## src/rtl/regfile_wb_queue_pkg.sv

```systemverilog
//==============================================================================
// Module  : regfile_wb_queue_pkg
// Purpose : Shared constants and entry type for the register file writeback
//           queue and its forwarding match logic.
// Contents: c_REGS, c_N, c_ADDR_W  - architectural register file geometry
//           c_ZERO_REG             - index of the hardwired-zero register
//           wb_entry_t             - one queued write {addr, data}
// Revision: 1.0 - initial release
//==============================================================================
`default_nettype none

package regfile_wb_queue_pkg;

  localparam int c_REGS   = 32;
  localparam int c_N      = 32;
  localparam int c_ADDR_W = $clog2(c_REGS);

  localparam logic [c_ADDR_W-1:0] c_ZERO_REG = '0;

  typedef struct packed {
    logic [c_ADDR_W-1:0] addr;
    logic [c_N-1:0]      data;
  } wb_entry_t;

endpackage

`default_nettype wire

```

## src/rtl/regfile_wb_fwd_match.sv

```systemverilog
//==============================================================================
// Module  : regfile_wb_fwd_match
// Purpose : Combinational youngest-match search over the writeback queue.
//           Walks the entries from oldest (head) to youngest so the last
//           match found is the most recent pending write to i_addr.
// Ports   : i_entries - queue storage, indexed by physical slot
//           i_valid   - per-slot occupancy
//           i_head    - slot holding the oldest entry
//           i_addr    - register being read
//           o_hit     - a pending write to i_addr exists (never for x0)
//           o_data    - data of the youngest pending write, 0 on no hit
// Revision: 1.0 - initial release
//==============================================================================
`default_nettype none

module regfile_wb_fwd_match
  import regfile_wb_queue_pkg::*;
#(
  parameter  int DEPTH = 4,
  localparam int PTR_W = $clog2(DEPTH)
) (
  input  wb_entry_t [DEPTH-1:0] i_entries,
  input  logic [DEPTH-1:0]      i_valid,
  input  logic [PTR_W-1:0]      i_head,
  input  logic [c_ADDR_W-1:0]   i_addr,
  output logic                  o_hit,
  output logic [c_N-1:0]        o_data
);

  always_comb begin
    logic [PTR_W-1:0] w_idx;
    o_hit  = 1'b0;
    o_data = '0;
    w_idx  = i_head;
    // Age order: slot head+i is older than head+i+1; later matches override.
    for (int i = 0; i < DEPTH; i++) begin
      w_idx = i_head + PTR_W'(i);
      if (i_valid[w_idx] && (i_entries[w_idx].addr == i_addr) &&
          (i_addr != c_ZERO_REG)) begin
        o_hit  = 1'b1;
        o_data = i_entries[w_idx].data;
      end
    end
  end

endmodule

`default_nettype wire

```

## src/rtl/regfile_wb_queue.sv

```systemverilog
//==============================================================================
// Module  : regfile_wb_queue
// Purpose : In-order writeback buffer in front of the register file write
//           port, with two forwarding lookup ports that expose queued but
//           not yet committed writes.
// Ports   : clk, rst              - clock, async active-high reset
//           in_valid/in_ready     - write request handshake
//           in_addr/in_data       - write request payload
//           drain_en              - register file write port free this cycle
//           rf_we/rf_addr/rf_wdata- register file write port
//           fwd_addrN/fwd_hitN/fwd_dataN - forwarding lookups (N = 1, 2)
//           count/empty/full      - occupancy status
// Revision: 1.0 - initial release
//==============================================================================
`default_nettype none

module regfile_wb_queue
  import regfile_wb_queue_pkg::*;
#(
  // The entry type is fixed by the package; REGS and N must match it.
  parameter  int REGS   = c_REGS,
  parameter  int N      = c_N,
  parameter  int DEPTH  = 4,
  localparam int ADDR_W = $clog2(REGS),
  localparam int PTR_W  = $clog2(DEPTH)
) (
  input  logic              clk,
  input  logic              rst,
  input  logic              in_valid,
  output logic              in_ready,
  input  logic [ADDR_W-1:0] in_addr,
  input  logic [N-1:0]      in_data,
  input  logic              drain_en,
  output logic              rf_we,
  output logic [ADDR_W-1:0] rf_addr,
  output logic [N-1:0]      rf_wdata,
  input  logic [ADDR_W-1:0] fwd_addr1,
  input  logic [ADDR_W-1:0] fwd_addr2,
  output logic              fwd_hit1,
  output logic [N-1:0]      fwd_data1,
  output logic              fwd_hit2,
  output logic [N-1:0]      fwd_data2,
  output logic [PTR_W:0]    count,
  output logic              empty,
  output logic              full
);

  localparam logic [PTR_W:0] c_FULL_COUNT = (PTR_W+1)'(DEPTH);

  wb_entry_t [DEPTH-1:0] r_entries;
  logic [DEPTH-1:0]      r_valid;
  logic [PTR_W-1:0]      r_wr_ptr;
  logic [PTR_W-1:0]      r_rd_ptr;
  logic [PTR_W:0]        r_count;

  logic w_empty;
  logic w_full;
  logic w_zero_req;
  logic w_push;
  logic w_pop;

  assign w_empty    = (r_count == '0);
  assign w_full     = (r_count == c_FULL_COUNT);
  // Writes to x0 are accepted and dropped, even when the queue is full.
  assign w_zero_req = in_valid && (in_addr == c_ZERO_REG);
  assign w_push     = in_valid && !w_full && !w_zero_req;
  assign w_pop      = drain_en && !w_empty;

  assign in_ready = !w_full || w_zero_req;
  assign rf_we    = w_pop;
  assign rf_addr  = w_empty ? '0 : r_entries[r_rd_ptr].addr;
  assign rf_wdata = w_empty ? '0 : r_entries[r_rd_ptr].data;
  assign count    = r_count;
  assign empty    = w_empty;
  assign full     = w_full;

  always_ff @(posedge clk or posedge rst) begin
    if (rst) begin
      r_wr_ptr <= '0;
      r_rd_ptr <= '0;
      r_count  <= '0;
      r_valid  <= '0;
    end else begin
      // Push and pop never target the same slot: that needs empty or full,
      // which block pop and push respectively.
      if (w_pop) begin
        r_valid[r_rd_ptr] <= 1'b0;
        r_rd_ptr          <= r_rd_ptr + PTR_W'(1);
      end
      if (w_push) begin
        r_valid[r_wr_ptr] <= 1'b1;
        r_wr_ptr          <= r_wr_ptr + PTR_W'(1);
      end
      case ({w_push, w_pop})
        2'b10:   r_count <= r_count + (PTR_W+1)'(1);
        2'b01:   r_count <= r_count - (PTR_W+1)'(1);
        default: r_count <= r_count;
      endcase
    end
  end

  // Payload storage needs no reset: it is only observed through r_valid.
  always_ff @(posedge clk) begin
    if (w_push) begin
      r_entries[r_wr_ptr] <= {in_addr, in_data};
    end
  end

  // Lookups see registered state only; a same-cycle request is not forwarded.
  regfile_wb_fwd_match #(.DEPTH(DEPTH)) u_fwd1 (
    .i_entries (r_entries),
    .i_valid   (r_valid),
    .i_head    (r_rd_ptr),
    .i_addr    (fwd_addr1),
    .o_hit     (fwd_hit1),
    .o_data    (fwd_data1)
  );

  regfile_wb_fwd_match #(.DEPTH(DEPTH)) u_fwd2 (
    .i_entries (r_entries),
    .i_valid   (r_valid),
    .i_head    (r_rd_ptr),
    .i_addr    (fwd_addr2),
    .o_hit     (fwd_hit2),
    .o_data    (fwd_data2)
  );

endmodule

`default_nettype wire

```

## config.mk

```make
export PLATFORM = sky130hd
export DESIGN_NAME = regfile_wb_queue
export DESIGN_NICKNAME = d
export VERILOG_FILES = /design/src/rtl/regfile_wb_queue_pkg.sv /design/src/rtl/regfile_wb_fwd_match.sv /design/src/rtl/regfile_wb_queue.sv
export SDC_FILE = /design/constraint.sdc
export NUM_CORES = 1
export LEC_CHECK = 0
export CAP_MARGIN = 30
export CORE_ASPECT_RATIO = 1.2
export CORE_MARGIN = 2
export CORE_UTILIZATION = 51
export DETAILED_ROUTE_END_ITERATION = 6
export GPL_ROUTABILITY_DRIVEN = 0
export PLACE_DENSITY = 0.8
export REMOVE_ABC_BUFFERS = 1
export SETUP_SLACK_MARGIN = 0.02
export SYNTH_ARGS = -nofsm -noshare
export SYNTH_HDL_FRONTEND = slang
export SYNTH_SLANG_ARGS = --single-unit
```

## constraint.sdc

```tcl
create_clock -name clk -period 4.7 [get_ports clk]
set_input_delay 0.94 -clock clk [delete_from_list [all_inputs] [get_ports clk]]
set_output_delay 0.94 -clock clk [all_outputs]
set_load 0.02 [all_outputs]
```

; ---- After elaboration in Yosys (flattened, before gate mapping)
; Cells that the tools add are included.
[word_totals]
regBits = 159
input_bits = 51
out_inout_bits = 110
word_cells = 114
[classes]
addsub = 6
n_lt_le_gt_ge = 7
eq_ne = 11
muxes = 44
bitwise = 3
n_reduce_logical = 31
[ops]
columns = cell, n
row1 = binary-select mux 37 bit (select 2 bit), 4
row2 = two-way mux 32 bit, 9
row3 = two-way mux 37 bit, 5
row4 = bitwise mux 148 bit, 1
row5 = demux 37 bit (select 2 bit), 1
row6 = == test 5 bit, 8
row7 = logical AND 1 bit, 22
row8 = "less-than comparator 2 x 3 -> 1 bit, second input constant", 5
row9 = two-way mux 1 bit, 14
row10 = nonzero test 5 bit, 2
row11 = binary-select mux 1 bit (select 2 bit), 4
row12 = two-way mux 4 bit, 2
row13 = case mux 3 bit (2 select lines), 1
row14 = zero test 5 bit, 1
row15 = two-way mux 5 bit, 1
row16 = "adder 2 x 1 -> 2 bit, second input constant", 2
row17 = "adder 2 bit, second input constant", 2
row18 = AND 4 bit, 1
row19 = demux 1 bit (select 2 bit), 2
row20 = "greater-or-equal comparator 2 x 1 -> 1 bit, second input constant", 2
row21 = inverter 4 bit, 1
row22 = OR 4 bit, 1
row23 = "adder 3 x 1 -> 3 bit, second input constant", 1
row24 = "== test 3 bit, second input constant", 1
row25 = other kinds (7), 9

; ---- Depth between registers and ports, before layout
[logic_depth]
depth_word = 9
depth_mapped = 16
mapped_depth_nobuf = 10

; ---- By module
; Synthesis repeated with hierarchy kept, for this count alone.
[unflattened]
hier_cells = 1604
area_unflattened_um2 = 17018.8
[by_module_without_submodules]
columns = module, n_inst, cells_each, area_per_inst_um2, seq_area_each_um2
row1 = regfile_wb_fwd_match, 2, 654, 5387.7, 0.0
row2 = regfile_wb_queue, 1, 296, 6243.5, 4719.5

; ---- Least setup slack after synthesis
; OpenSTA, ideal clock, no wires.
[synth_timing]
path_kind = flip-flop to output port
startpoint = register r_rd_ptr[1]
endpoint = output port fwd_data2[31]
arrival_ns = 3.984
required_time_ns = 3.760
setup_slack_ns = -0.224
path_stages_with_launch = 14
n_path_buf = 5
cell_sequence = dfrtp_1 > buf_2 > buf_1 > clkbuf_1 > inv_1 > ha_1 > buf_6 > buf_6 > mux4_2 > xnor2_1 > nand4_1 > nor2_4 > or4_1 > a211oi_1
[synth_via]
elab_chain_len = 9
elab_cells_between_ends = 35
cone_classes = 3 x add/sub / 4 x eq/ne / 20 x mux / 8 x reduce/logical
[synth_lines]
columns = item, line
row1 = "start, declared", regfile_wb_queue.sv:53  ; logic [PTR_W-1:0] r_rd_ptr;
row2 = "start signal, assigned", regfile_wb_queue.sv:88  ; r_rd_ptr <= r_rd_ptr + PTR_W'(1);
row3 = adder 2 x 1 -> 2 bit or binary-select mux 37 bit (select 2 bit) (tied branches), "regfile_wb_fwd_match.sv:37, regfile_wb_fwd_match.sv:38, regfile_wb_fwd_match.sv:41"
row4 = binary-select mux 37 bit (select 2 bit) or two-way mux 37 bit (tied branches), "regfile_wb_fwd_match.sv:38, regfile_wb_fwd_match.sv:41"
row5 = two-way mux 37 bit (implied by the code) or == test 5 bit (tied branches), regfile_wb_fwd_match.sv:38  ; if (i_valid[w_idx] && (i_entries[w_idx].addr == i_addr) &&
row6 = == test 5 bit or logical AND 1 bit (tied branches), regfile_wb_fwd_match.sv:38
row7 = logical AND 1 bit, regfile_wb_fwd_match.sv:38
row8 = logical AND 1 bit or two-way mux 32 bit (tied branches), regfile_wb_fwd_match.sv:38
row9 = two-way mux 32 bit (2 in a row), regfile_wb_fwd_match.sv:38
row10 = two-way mux 32 bit (*), regfile_wb_fwd_match.sv:38
row11 = "end, declared", regfile_wb_queue.sv:42  ; output logic [N-1:0] fwd_data2,
; Every way passes the cells marked *; elsewhere a longest branch is shown, timed or not. The select of a mux whose other input is x is not followed.

; ---- Worst setup path after layout
[layout_timing]
startpoint = register r_rd_ptr[0]
endpoint = output port fwd_data1[3]
[layout_via]
elab_chain_len = 9
elab_cells_between_ends = 35
cone_classes = 3 x add/sub / 4 x eq/ne / 20 x mux / 8 x reduce/logical
[layout_lines]
columns = item, line
row1 = adder 2 x 1 -> 2 bit or binary-select mux 37 bit (select 2 bit) (tied branches), "regfile_wb_fwd_match.sv:37, regfile_wb_fwd_match.sv:38, regfile_wb_fwd_match.sv:41"
row2 = binary-select mux 37 bit (select 2 bit) or two-way mux 37 bit (tied branches), "regfile_wb_fwd_match.sv:38, regfile_wb_fwd_match.sv:41"
row3 = two-way mux 37 bit (implied by the code) or == test 5 bit (tied branches), regfile_wb_fwd_match.sv:38
row4 = == test 5 bit or logical AND 1 bit (tied branches), regfile_wb_fwd_match.sv:38
row5 = logical AND 1 bit, regfile_wb_fwd_match.sv:38
row6 = logical AND 1 bit or two-way mux 32 bit (tied branches), regfile_wb_fwd_match.sv:38
row7 = two-way mux 32 bit (2 in a row), regfile_wb_fwd_match.sv:38
row8 = two-way mux 32 bit (*), regfile_wb_fwd_match.sv:38
row9 = "end, declared", regfile_wb_queue.sv:40  ; output logic [N-1:0] fwd_data1,
; Marks and branches as above.

==> results.md <==
- The vertical die dimension is 170.5 um.
- The combined flip-flop and latch cell area is approximately 0.0047 sq mm.
- The most common flop cell mapped by yosys is sky130_fd_sc_hd__edfxtp_1.
- The share of synthesized flip-flops with an asynchronous set or reset is 6.918%.
- The pin count of the biggest net entering global routing is between 100 and 150.
- In this run the tightest slew margin relative to its limit is 36.58%.
- The fraction of the mapped netlist area in adder cells is 1.126%.
- The clock share of power is around 13%.
- The count of maximum capacitance violations is 0.
- Across the routed clock network, the largest skew measured is 0.008161 ns.
- The placeable core area is 0.02252 sq mm.
- The maximum ir drop on the vdd rail is 0.6031 mV.
- For the worst-skew pair, the clock arrives at the later sink with an insertion delay of 0.42 ns.
- The post-synthesis cell type count is 47.
- The worst hold-check path type is reg -> reg.
- The type of element launching the critical path is a flop.
- The count of nets left with antenna violations after detail routing is 0.
- The initial DRC count is 743.
- Clock-pin slew was measured on the worst setup and hold paths at 0.06 ns.
- Data on the critical path arrives at its endpoint at 3.64 ns.
- Walking the worst path, the cells encountered are inv_1 -> ha_4 -> mux4_2 -> xor2_1 -> nor4_4 -> and2_4 -> buf_12 -> a221oi_2 -> o31ai_2 -> clkdlybuf4s15_1.
- The hold buffer count at cts is 0.
- Before CTS, the worst setup slack after placement is about 0.032 ns.
- The worst path meets setup with 0.1226 ns of slack.
- Derived from the worst setup path, the maximum achievable clock frequency is about 220 MHz.
- The overall global routing resource usage is between 20% and 30%.
- Net switching is 42.14% of the power.
- The number of remaining DRC errors is 0.
- The total of warnings raised by yosys is 0.
- The kind of end point of the critical path is an output pin.
- STA puts the critical path data required time at 3.76 ns.
- Summing over every cut layer, the via total after detailed routing is 8676.
- The initial antenna violation count is 1.
- For this configuration, the core starts out at a cell density of between 50% and 60%.
- The buffer cell driving the clock tree root is sky130_fd_sc_hd__clkbuf_16.
- Counting flops and latches in the post-synthesis netlist gives around 160.
- The synthesized-area fraction occupied by and/or/nand/nor cells is 9.016%.
- Summed over its instances, the top area cell type makes up 37.72% of the synthesized netlist area.
- The overall routed net length is 31870 um.
- Among all stages on the critical path, the largest delay is contributed by sky130_fd_sc_hd__mux4_2.
- For the pin with the worst max-slew slack, the measured transition is 0.9513 ns.
- Setup repair after global routing left no endpoint under its margin.
- The detailed-route vias per instance is a little under 7.
- The layout net count is 1041.
- The number of standard cells after synthesis is 828.
- The average wire length per cell after detail routing is ~25 um.
- The met2 demand-to-capacity share in global routing is 45.21%.
- The TritonCTS clock tree is yes.
- The via count of the first global-routing pass is between 8000 and 9000.
- The number of enable-type register cells in the synthesized netlist is between 100 and 150.
- The average cell area after synthesis is 14.23 sq um.
- The H-tree was split into 4 levels.
- The most used routing layer in global routing is met2.
- The half-perimeter wire length after detailed placement is 21050 um.
- The sequential share of power is just over 20%.
- The placement row count is 60.
- The total overflow left after global routing is 0.
- The number of I/O port buffers is 160.
- The final-report hold violation count was 0.
- The number of sinks driven by the clock tree is 159.
- The die is 142.8 um wide.
- The number of buffers on the longest clock path is 2.
- The completed layout was analyzed and its total power is around 0.010 W.
- The largest fanout of any net on the critical path is 11.
- The first-pass GRT wire length is 48900 um.
- The worst path buffer plus inverter count is 3.
- In the post-synthesis netlist, the biggest area contributors are sky130_fd_sc_hd__edfxtp_1 (38%), sky130_fd_sc_hd__mux4_2 (29%), sky130_fd_sc_hd__a221oi_2 (3.4%).
- In the final layout, the multi-input gates occupy about 0.0066 sq mm.
- The kind of cell adding the most delay to the critical path is simple AND/OR/NAND/NOR gates.
- Power spread over the standard cell area amounts to 723.6 mW/mm^2.
- The share of power burned in combinational logic is 67.1%.
- The number of detailed-routing iterations run before antenna repair is 5.
- The flow ran to the end, and the final reports show no timing, DRC or antenna violations.
- The share of cells above drive strength 1 is 33.64%.
- The filler cell count in the final layout is 1670.
- After synthesis the cells add up to 0.01178 sq mm.
- The die covers 0.02434 sq mm.
- Summed over all nets, the switching power comes to 0.004411 W.
- The post-synthesis cell type with the largest combined area is sky130_fd_sc_hd__edfxtp_1.
- The synthesized netlist devotes 10.37% of its cell area to compound gates.
- The combinational family with the most area after synthesis is multiplexers.
- The met1 track demand over resource in global routing is about 34%.
- The total of endpoints with negative setup slack in the final report is 0.
- The max-slew violation total from the final report came to 0.
- The final critical-path required period is approximately 4.6 ns.
- The peak per-stage delay on the critical path is 0.57 ns.
- The cell-internal power is 0.006058 W.
- The leakage dissipation is 4.974 nW.
- The fraction of synthesized area in multiplexers is a little under a third.
- Compared with the post-synthesis result, the final layout area differs by 22.79%.
- During I/O placement, the number of pins put on the boundary was 161.
- Sequential cells were found to cover between 40% and 50% of the synthesized design area.
- In the global route stage, met3 resource usage came out at 4.254%.
- The reg-to-reg setup timing slack is between 2 and 2.5 ns.
- TritonCTS created 17 clock buffers.
- Summing the areas of all xor and xnor instances in the mapped netlist gives between 3 and 4% of the synthesized area.
- The ratio of final minimum period to clock period is just under 100%.
- The path type of the worst setup path is reg -> out.
==> per-layer routing <==
metal | part of all wire, % | wire [um]
met1 | 38 | 12160
met2 | 51 | 16390
met3 | 6.8 | 2166
met4 | 3.6 | 1154
met5 | 0 | 0
==> state kept, by name, indices dropped and copies added, names as in the netlist <==
| name | cells |
|---|---|
| count | 3 |
| r_entries | 148 |
| r_rd_ptr | 2 |
| r_valid | 4 |
| r_wr_ptr | 2 |
==> power by group through the flow <==
stage	registers [W]	clock network, W	logic [W]
6_report	0.00213	0.00131	0.00702
4_1_cts	0.00212	0.00133	0.00701
3_5_place_dp	0.00214	0	0.00704
2_1_floorplan	0.00241	0	0.00476
5_1_grt	0.00217	0.00138	0.00747
3_3_place_gp	0.00211	0	0.00694
==> per-stage QoR <==
step / instances / TNS, ns / utilization (%) / area, sq um / hold slack, ns
global route: 1273 / 0 / 64.24 / 14470 / 0.5667
CTS: 1268 / 0 / 64.04 / 14420 / 0.5441
finish: 1273 / 0 / 64.24 / 14470 / 0.5414
global placement: 1228 / 0 / 61.36 / 13820 / 0.5197
floorplan: 743 / -638.52 / - / 11310 / 0.4954
detailed placement: 1228 / 0 / 61.36 / 13820 / 0.5316
==> timing repair <==
action / CTS / global route
buffers inserted: 6 / 4
pin swaps: 5 / 4
gates resized for setup: 65 / 43
endpoints found under the setup margin: 65 / 28
gates cloned: 2 / 0
==> layout by cell type, fill, tap and decap left out, types with 3 or more instances in the layout <==
cell type	netlist	routed
sky130_fd_sc_hd__o21ai_0	4	4
sky130_fd_sc_hd__edfxtp_1	148	148
sky130_fd_sc_hd__o211ai_1	18	18
sky130_fd_sc_hd__mux4_2	151	151
sky130_fd_sc_hd__nor3_1	6	5
sky130_fd_sc_hd__clkinv_2	0	3
sky130_fd_sc_hd__nor2_1	43	40
sky130_fd_sc_hd__nand2_1	72	72
sky130_fd_sc_hd__clkdlybuf4s50_1	0	95
sky130_fd_sc_hd__clkdlybuf4s15_1	0	8
sky130_fd_sc_hd__o211ai_2	8	7
sky130_fd_sc_hd__mux2i_1	31	31
sky130_fd_sc_hd__clkbuf_2	0	11
sky130_fd_sc_hd__a21o_1	4	4
sky130_fd_sc_hd__buf_4	5	43
sky130_fd_sc_hd__buf_12	0	13
sky130_fd_sc_hd__a211oi_1	6	5
sky130_fd_sc_hd__nand3b_1	3	3
sky130_fd_sc_hd__dlygate4sd2_1	0	41
sky130_fd_sc_hd__inv_1	16	15
sky130_fd_sc_hd__buf_6	13	3
sky130_fd_sc_hd__clkbuf_1	33	4
sky130_fd_sc_hd__nand3_1	33	33
sky130_fd_sc_hd__o22ai_1	3	3
sky130_fd_sc_hd__nor2b_1	34	34
sky130_fd_sc_hd__nand4_1	6	6
sky130_fd_sc_hd__dfrtp_1	11	9
sky130_fd_sc_hd__o31ai_2	27	27
sky130_fd_sc_hd__nor2_4	1	4
sky130_fd_sc_hd__o221ai_1	4	4
sky130_fd_sc_hd__a221oi_2	27	28
sky130_fd_sc_hd__xnor2_1	35	35
sky130_fd_sc_hd__and2_2	0	4
sky130_fd_sc_hd__and3_1	3	3
sky130_fd_sc_hd__ha_1	9	8
sky130_fd_sc_hd__clkbuf_16	0	17
sky130_fd_sc_hd__clkinvlp_4	0	4
sky130_fd_sc_hd__xor2_1	10	10
sky130_fd_sc_hd__o21ai_1	3	3
==> final timing paths <==
kind                                   from            to  cells past startpoint
worst min register to register   r_valid[2]    r_valid[2]                      1
max in group asynchronous               rst   r_rd_ptr[0]                      2
min in group asynchronous               rst      count[2]                      2
worst min-delay path             r_valid[2]    r_valid[2]                      1
worst max-delay path            r_rd_ptr[0]  fwd_data1[3]                     10
worst max register to register     count[0]  r_entries[0]                      5
==> cell families (layout without fill, tap and decap cells) <==
group | after synthesis | after routing
DFF | 159 | 159
muxes | 183 | 183
and+or+nand+nor | 218 | 218
xor gates and xnor gates | 45 | 45
buffers and inverters | 101 | 266
adders and majority gates | 10 | 10
AOI/OAI and AO/OA | 112 | 112
other | 0 | 1
==> synth_stat cells (5+ instances only) <==
cell / n
sky130_fd_sc_hd__buf_4: 5
sky130_fd_sc_hd__xnor2_1: 35
sky130_fd_sc_hd__edfxtp_1: 148
sky130_fd_sc_hd__o31ai_2: 27
sky130_fd_sc_hd__a211oi_1: 6
sky130_fd_sc_hd__dfrtp_1: 11
sky130_fd_sc_hd__buf_1: 11
sky130_fd_sc_hd__buf_6: 13
sky130_fd_sc_hd__nor2b_1: 34
sky130_fd_sc_hd__inv_1: 16
sky130_fd_sc_hd__mux4_2: 151
sky130_fd_sc_hd__nor2_1: 43
sky130_fd_sc_hd__a221oi_2: 27
sky130_fd_sc_hd__nand4_1: 6
sky130_fd_sc_hd__nand2_1: 72
sky130_fd_sc_hd__clkbuf_1: 33
sky130_fd_sc_hd__mux2i_1: 31
sky130_fd_sc_hd__o211ai_1: 18
sky130_fd_sc_hd__nor3_1: 6
sky130_fd_sc_hd__xor2_1: 10
sky130_fd_sc_hd__buf_2: 21
sky130_fd_sc_hd__and2_1: 6
sky130_fd_sc_hd__nand3_1: 33
sky130_fd_sc_hd__ha_1: 9
sky130_fd_sc_hd__o211ai_2: 8
==> cell type report <==
type / count / share of cell area (%)
inverter: 16 / 0.4151
timing repair buffer: 218 / 14.88
antenna: 1 / 0.01730
multi-input combinational: 568 / 45.75
tap: 279 / 2.413
clock inverter: 11 / 0.8129
clock buffer: 21 / 3.044
sequential: 159 / 32.67
No activity file was read; power rests on OpenSTA's default activity.
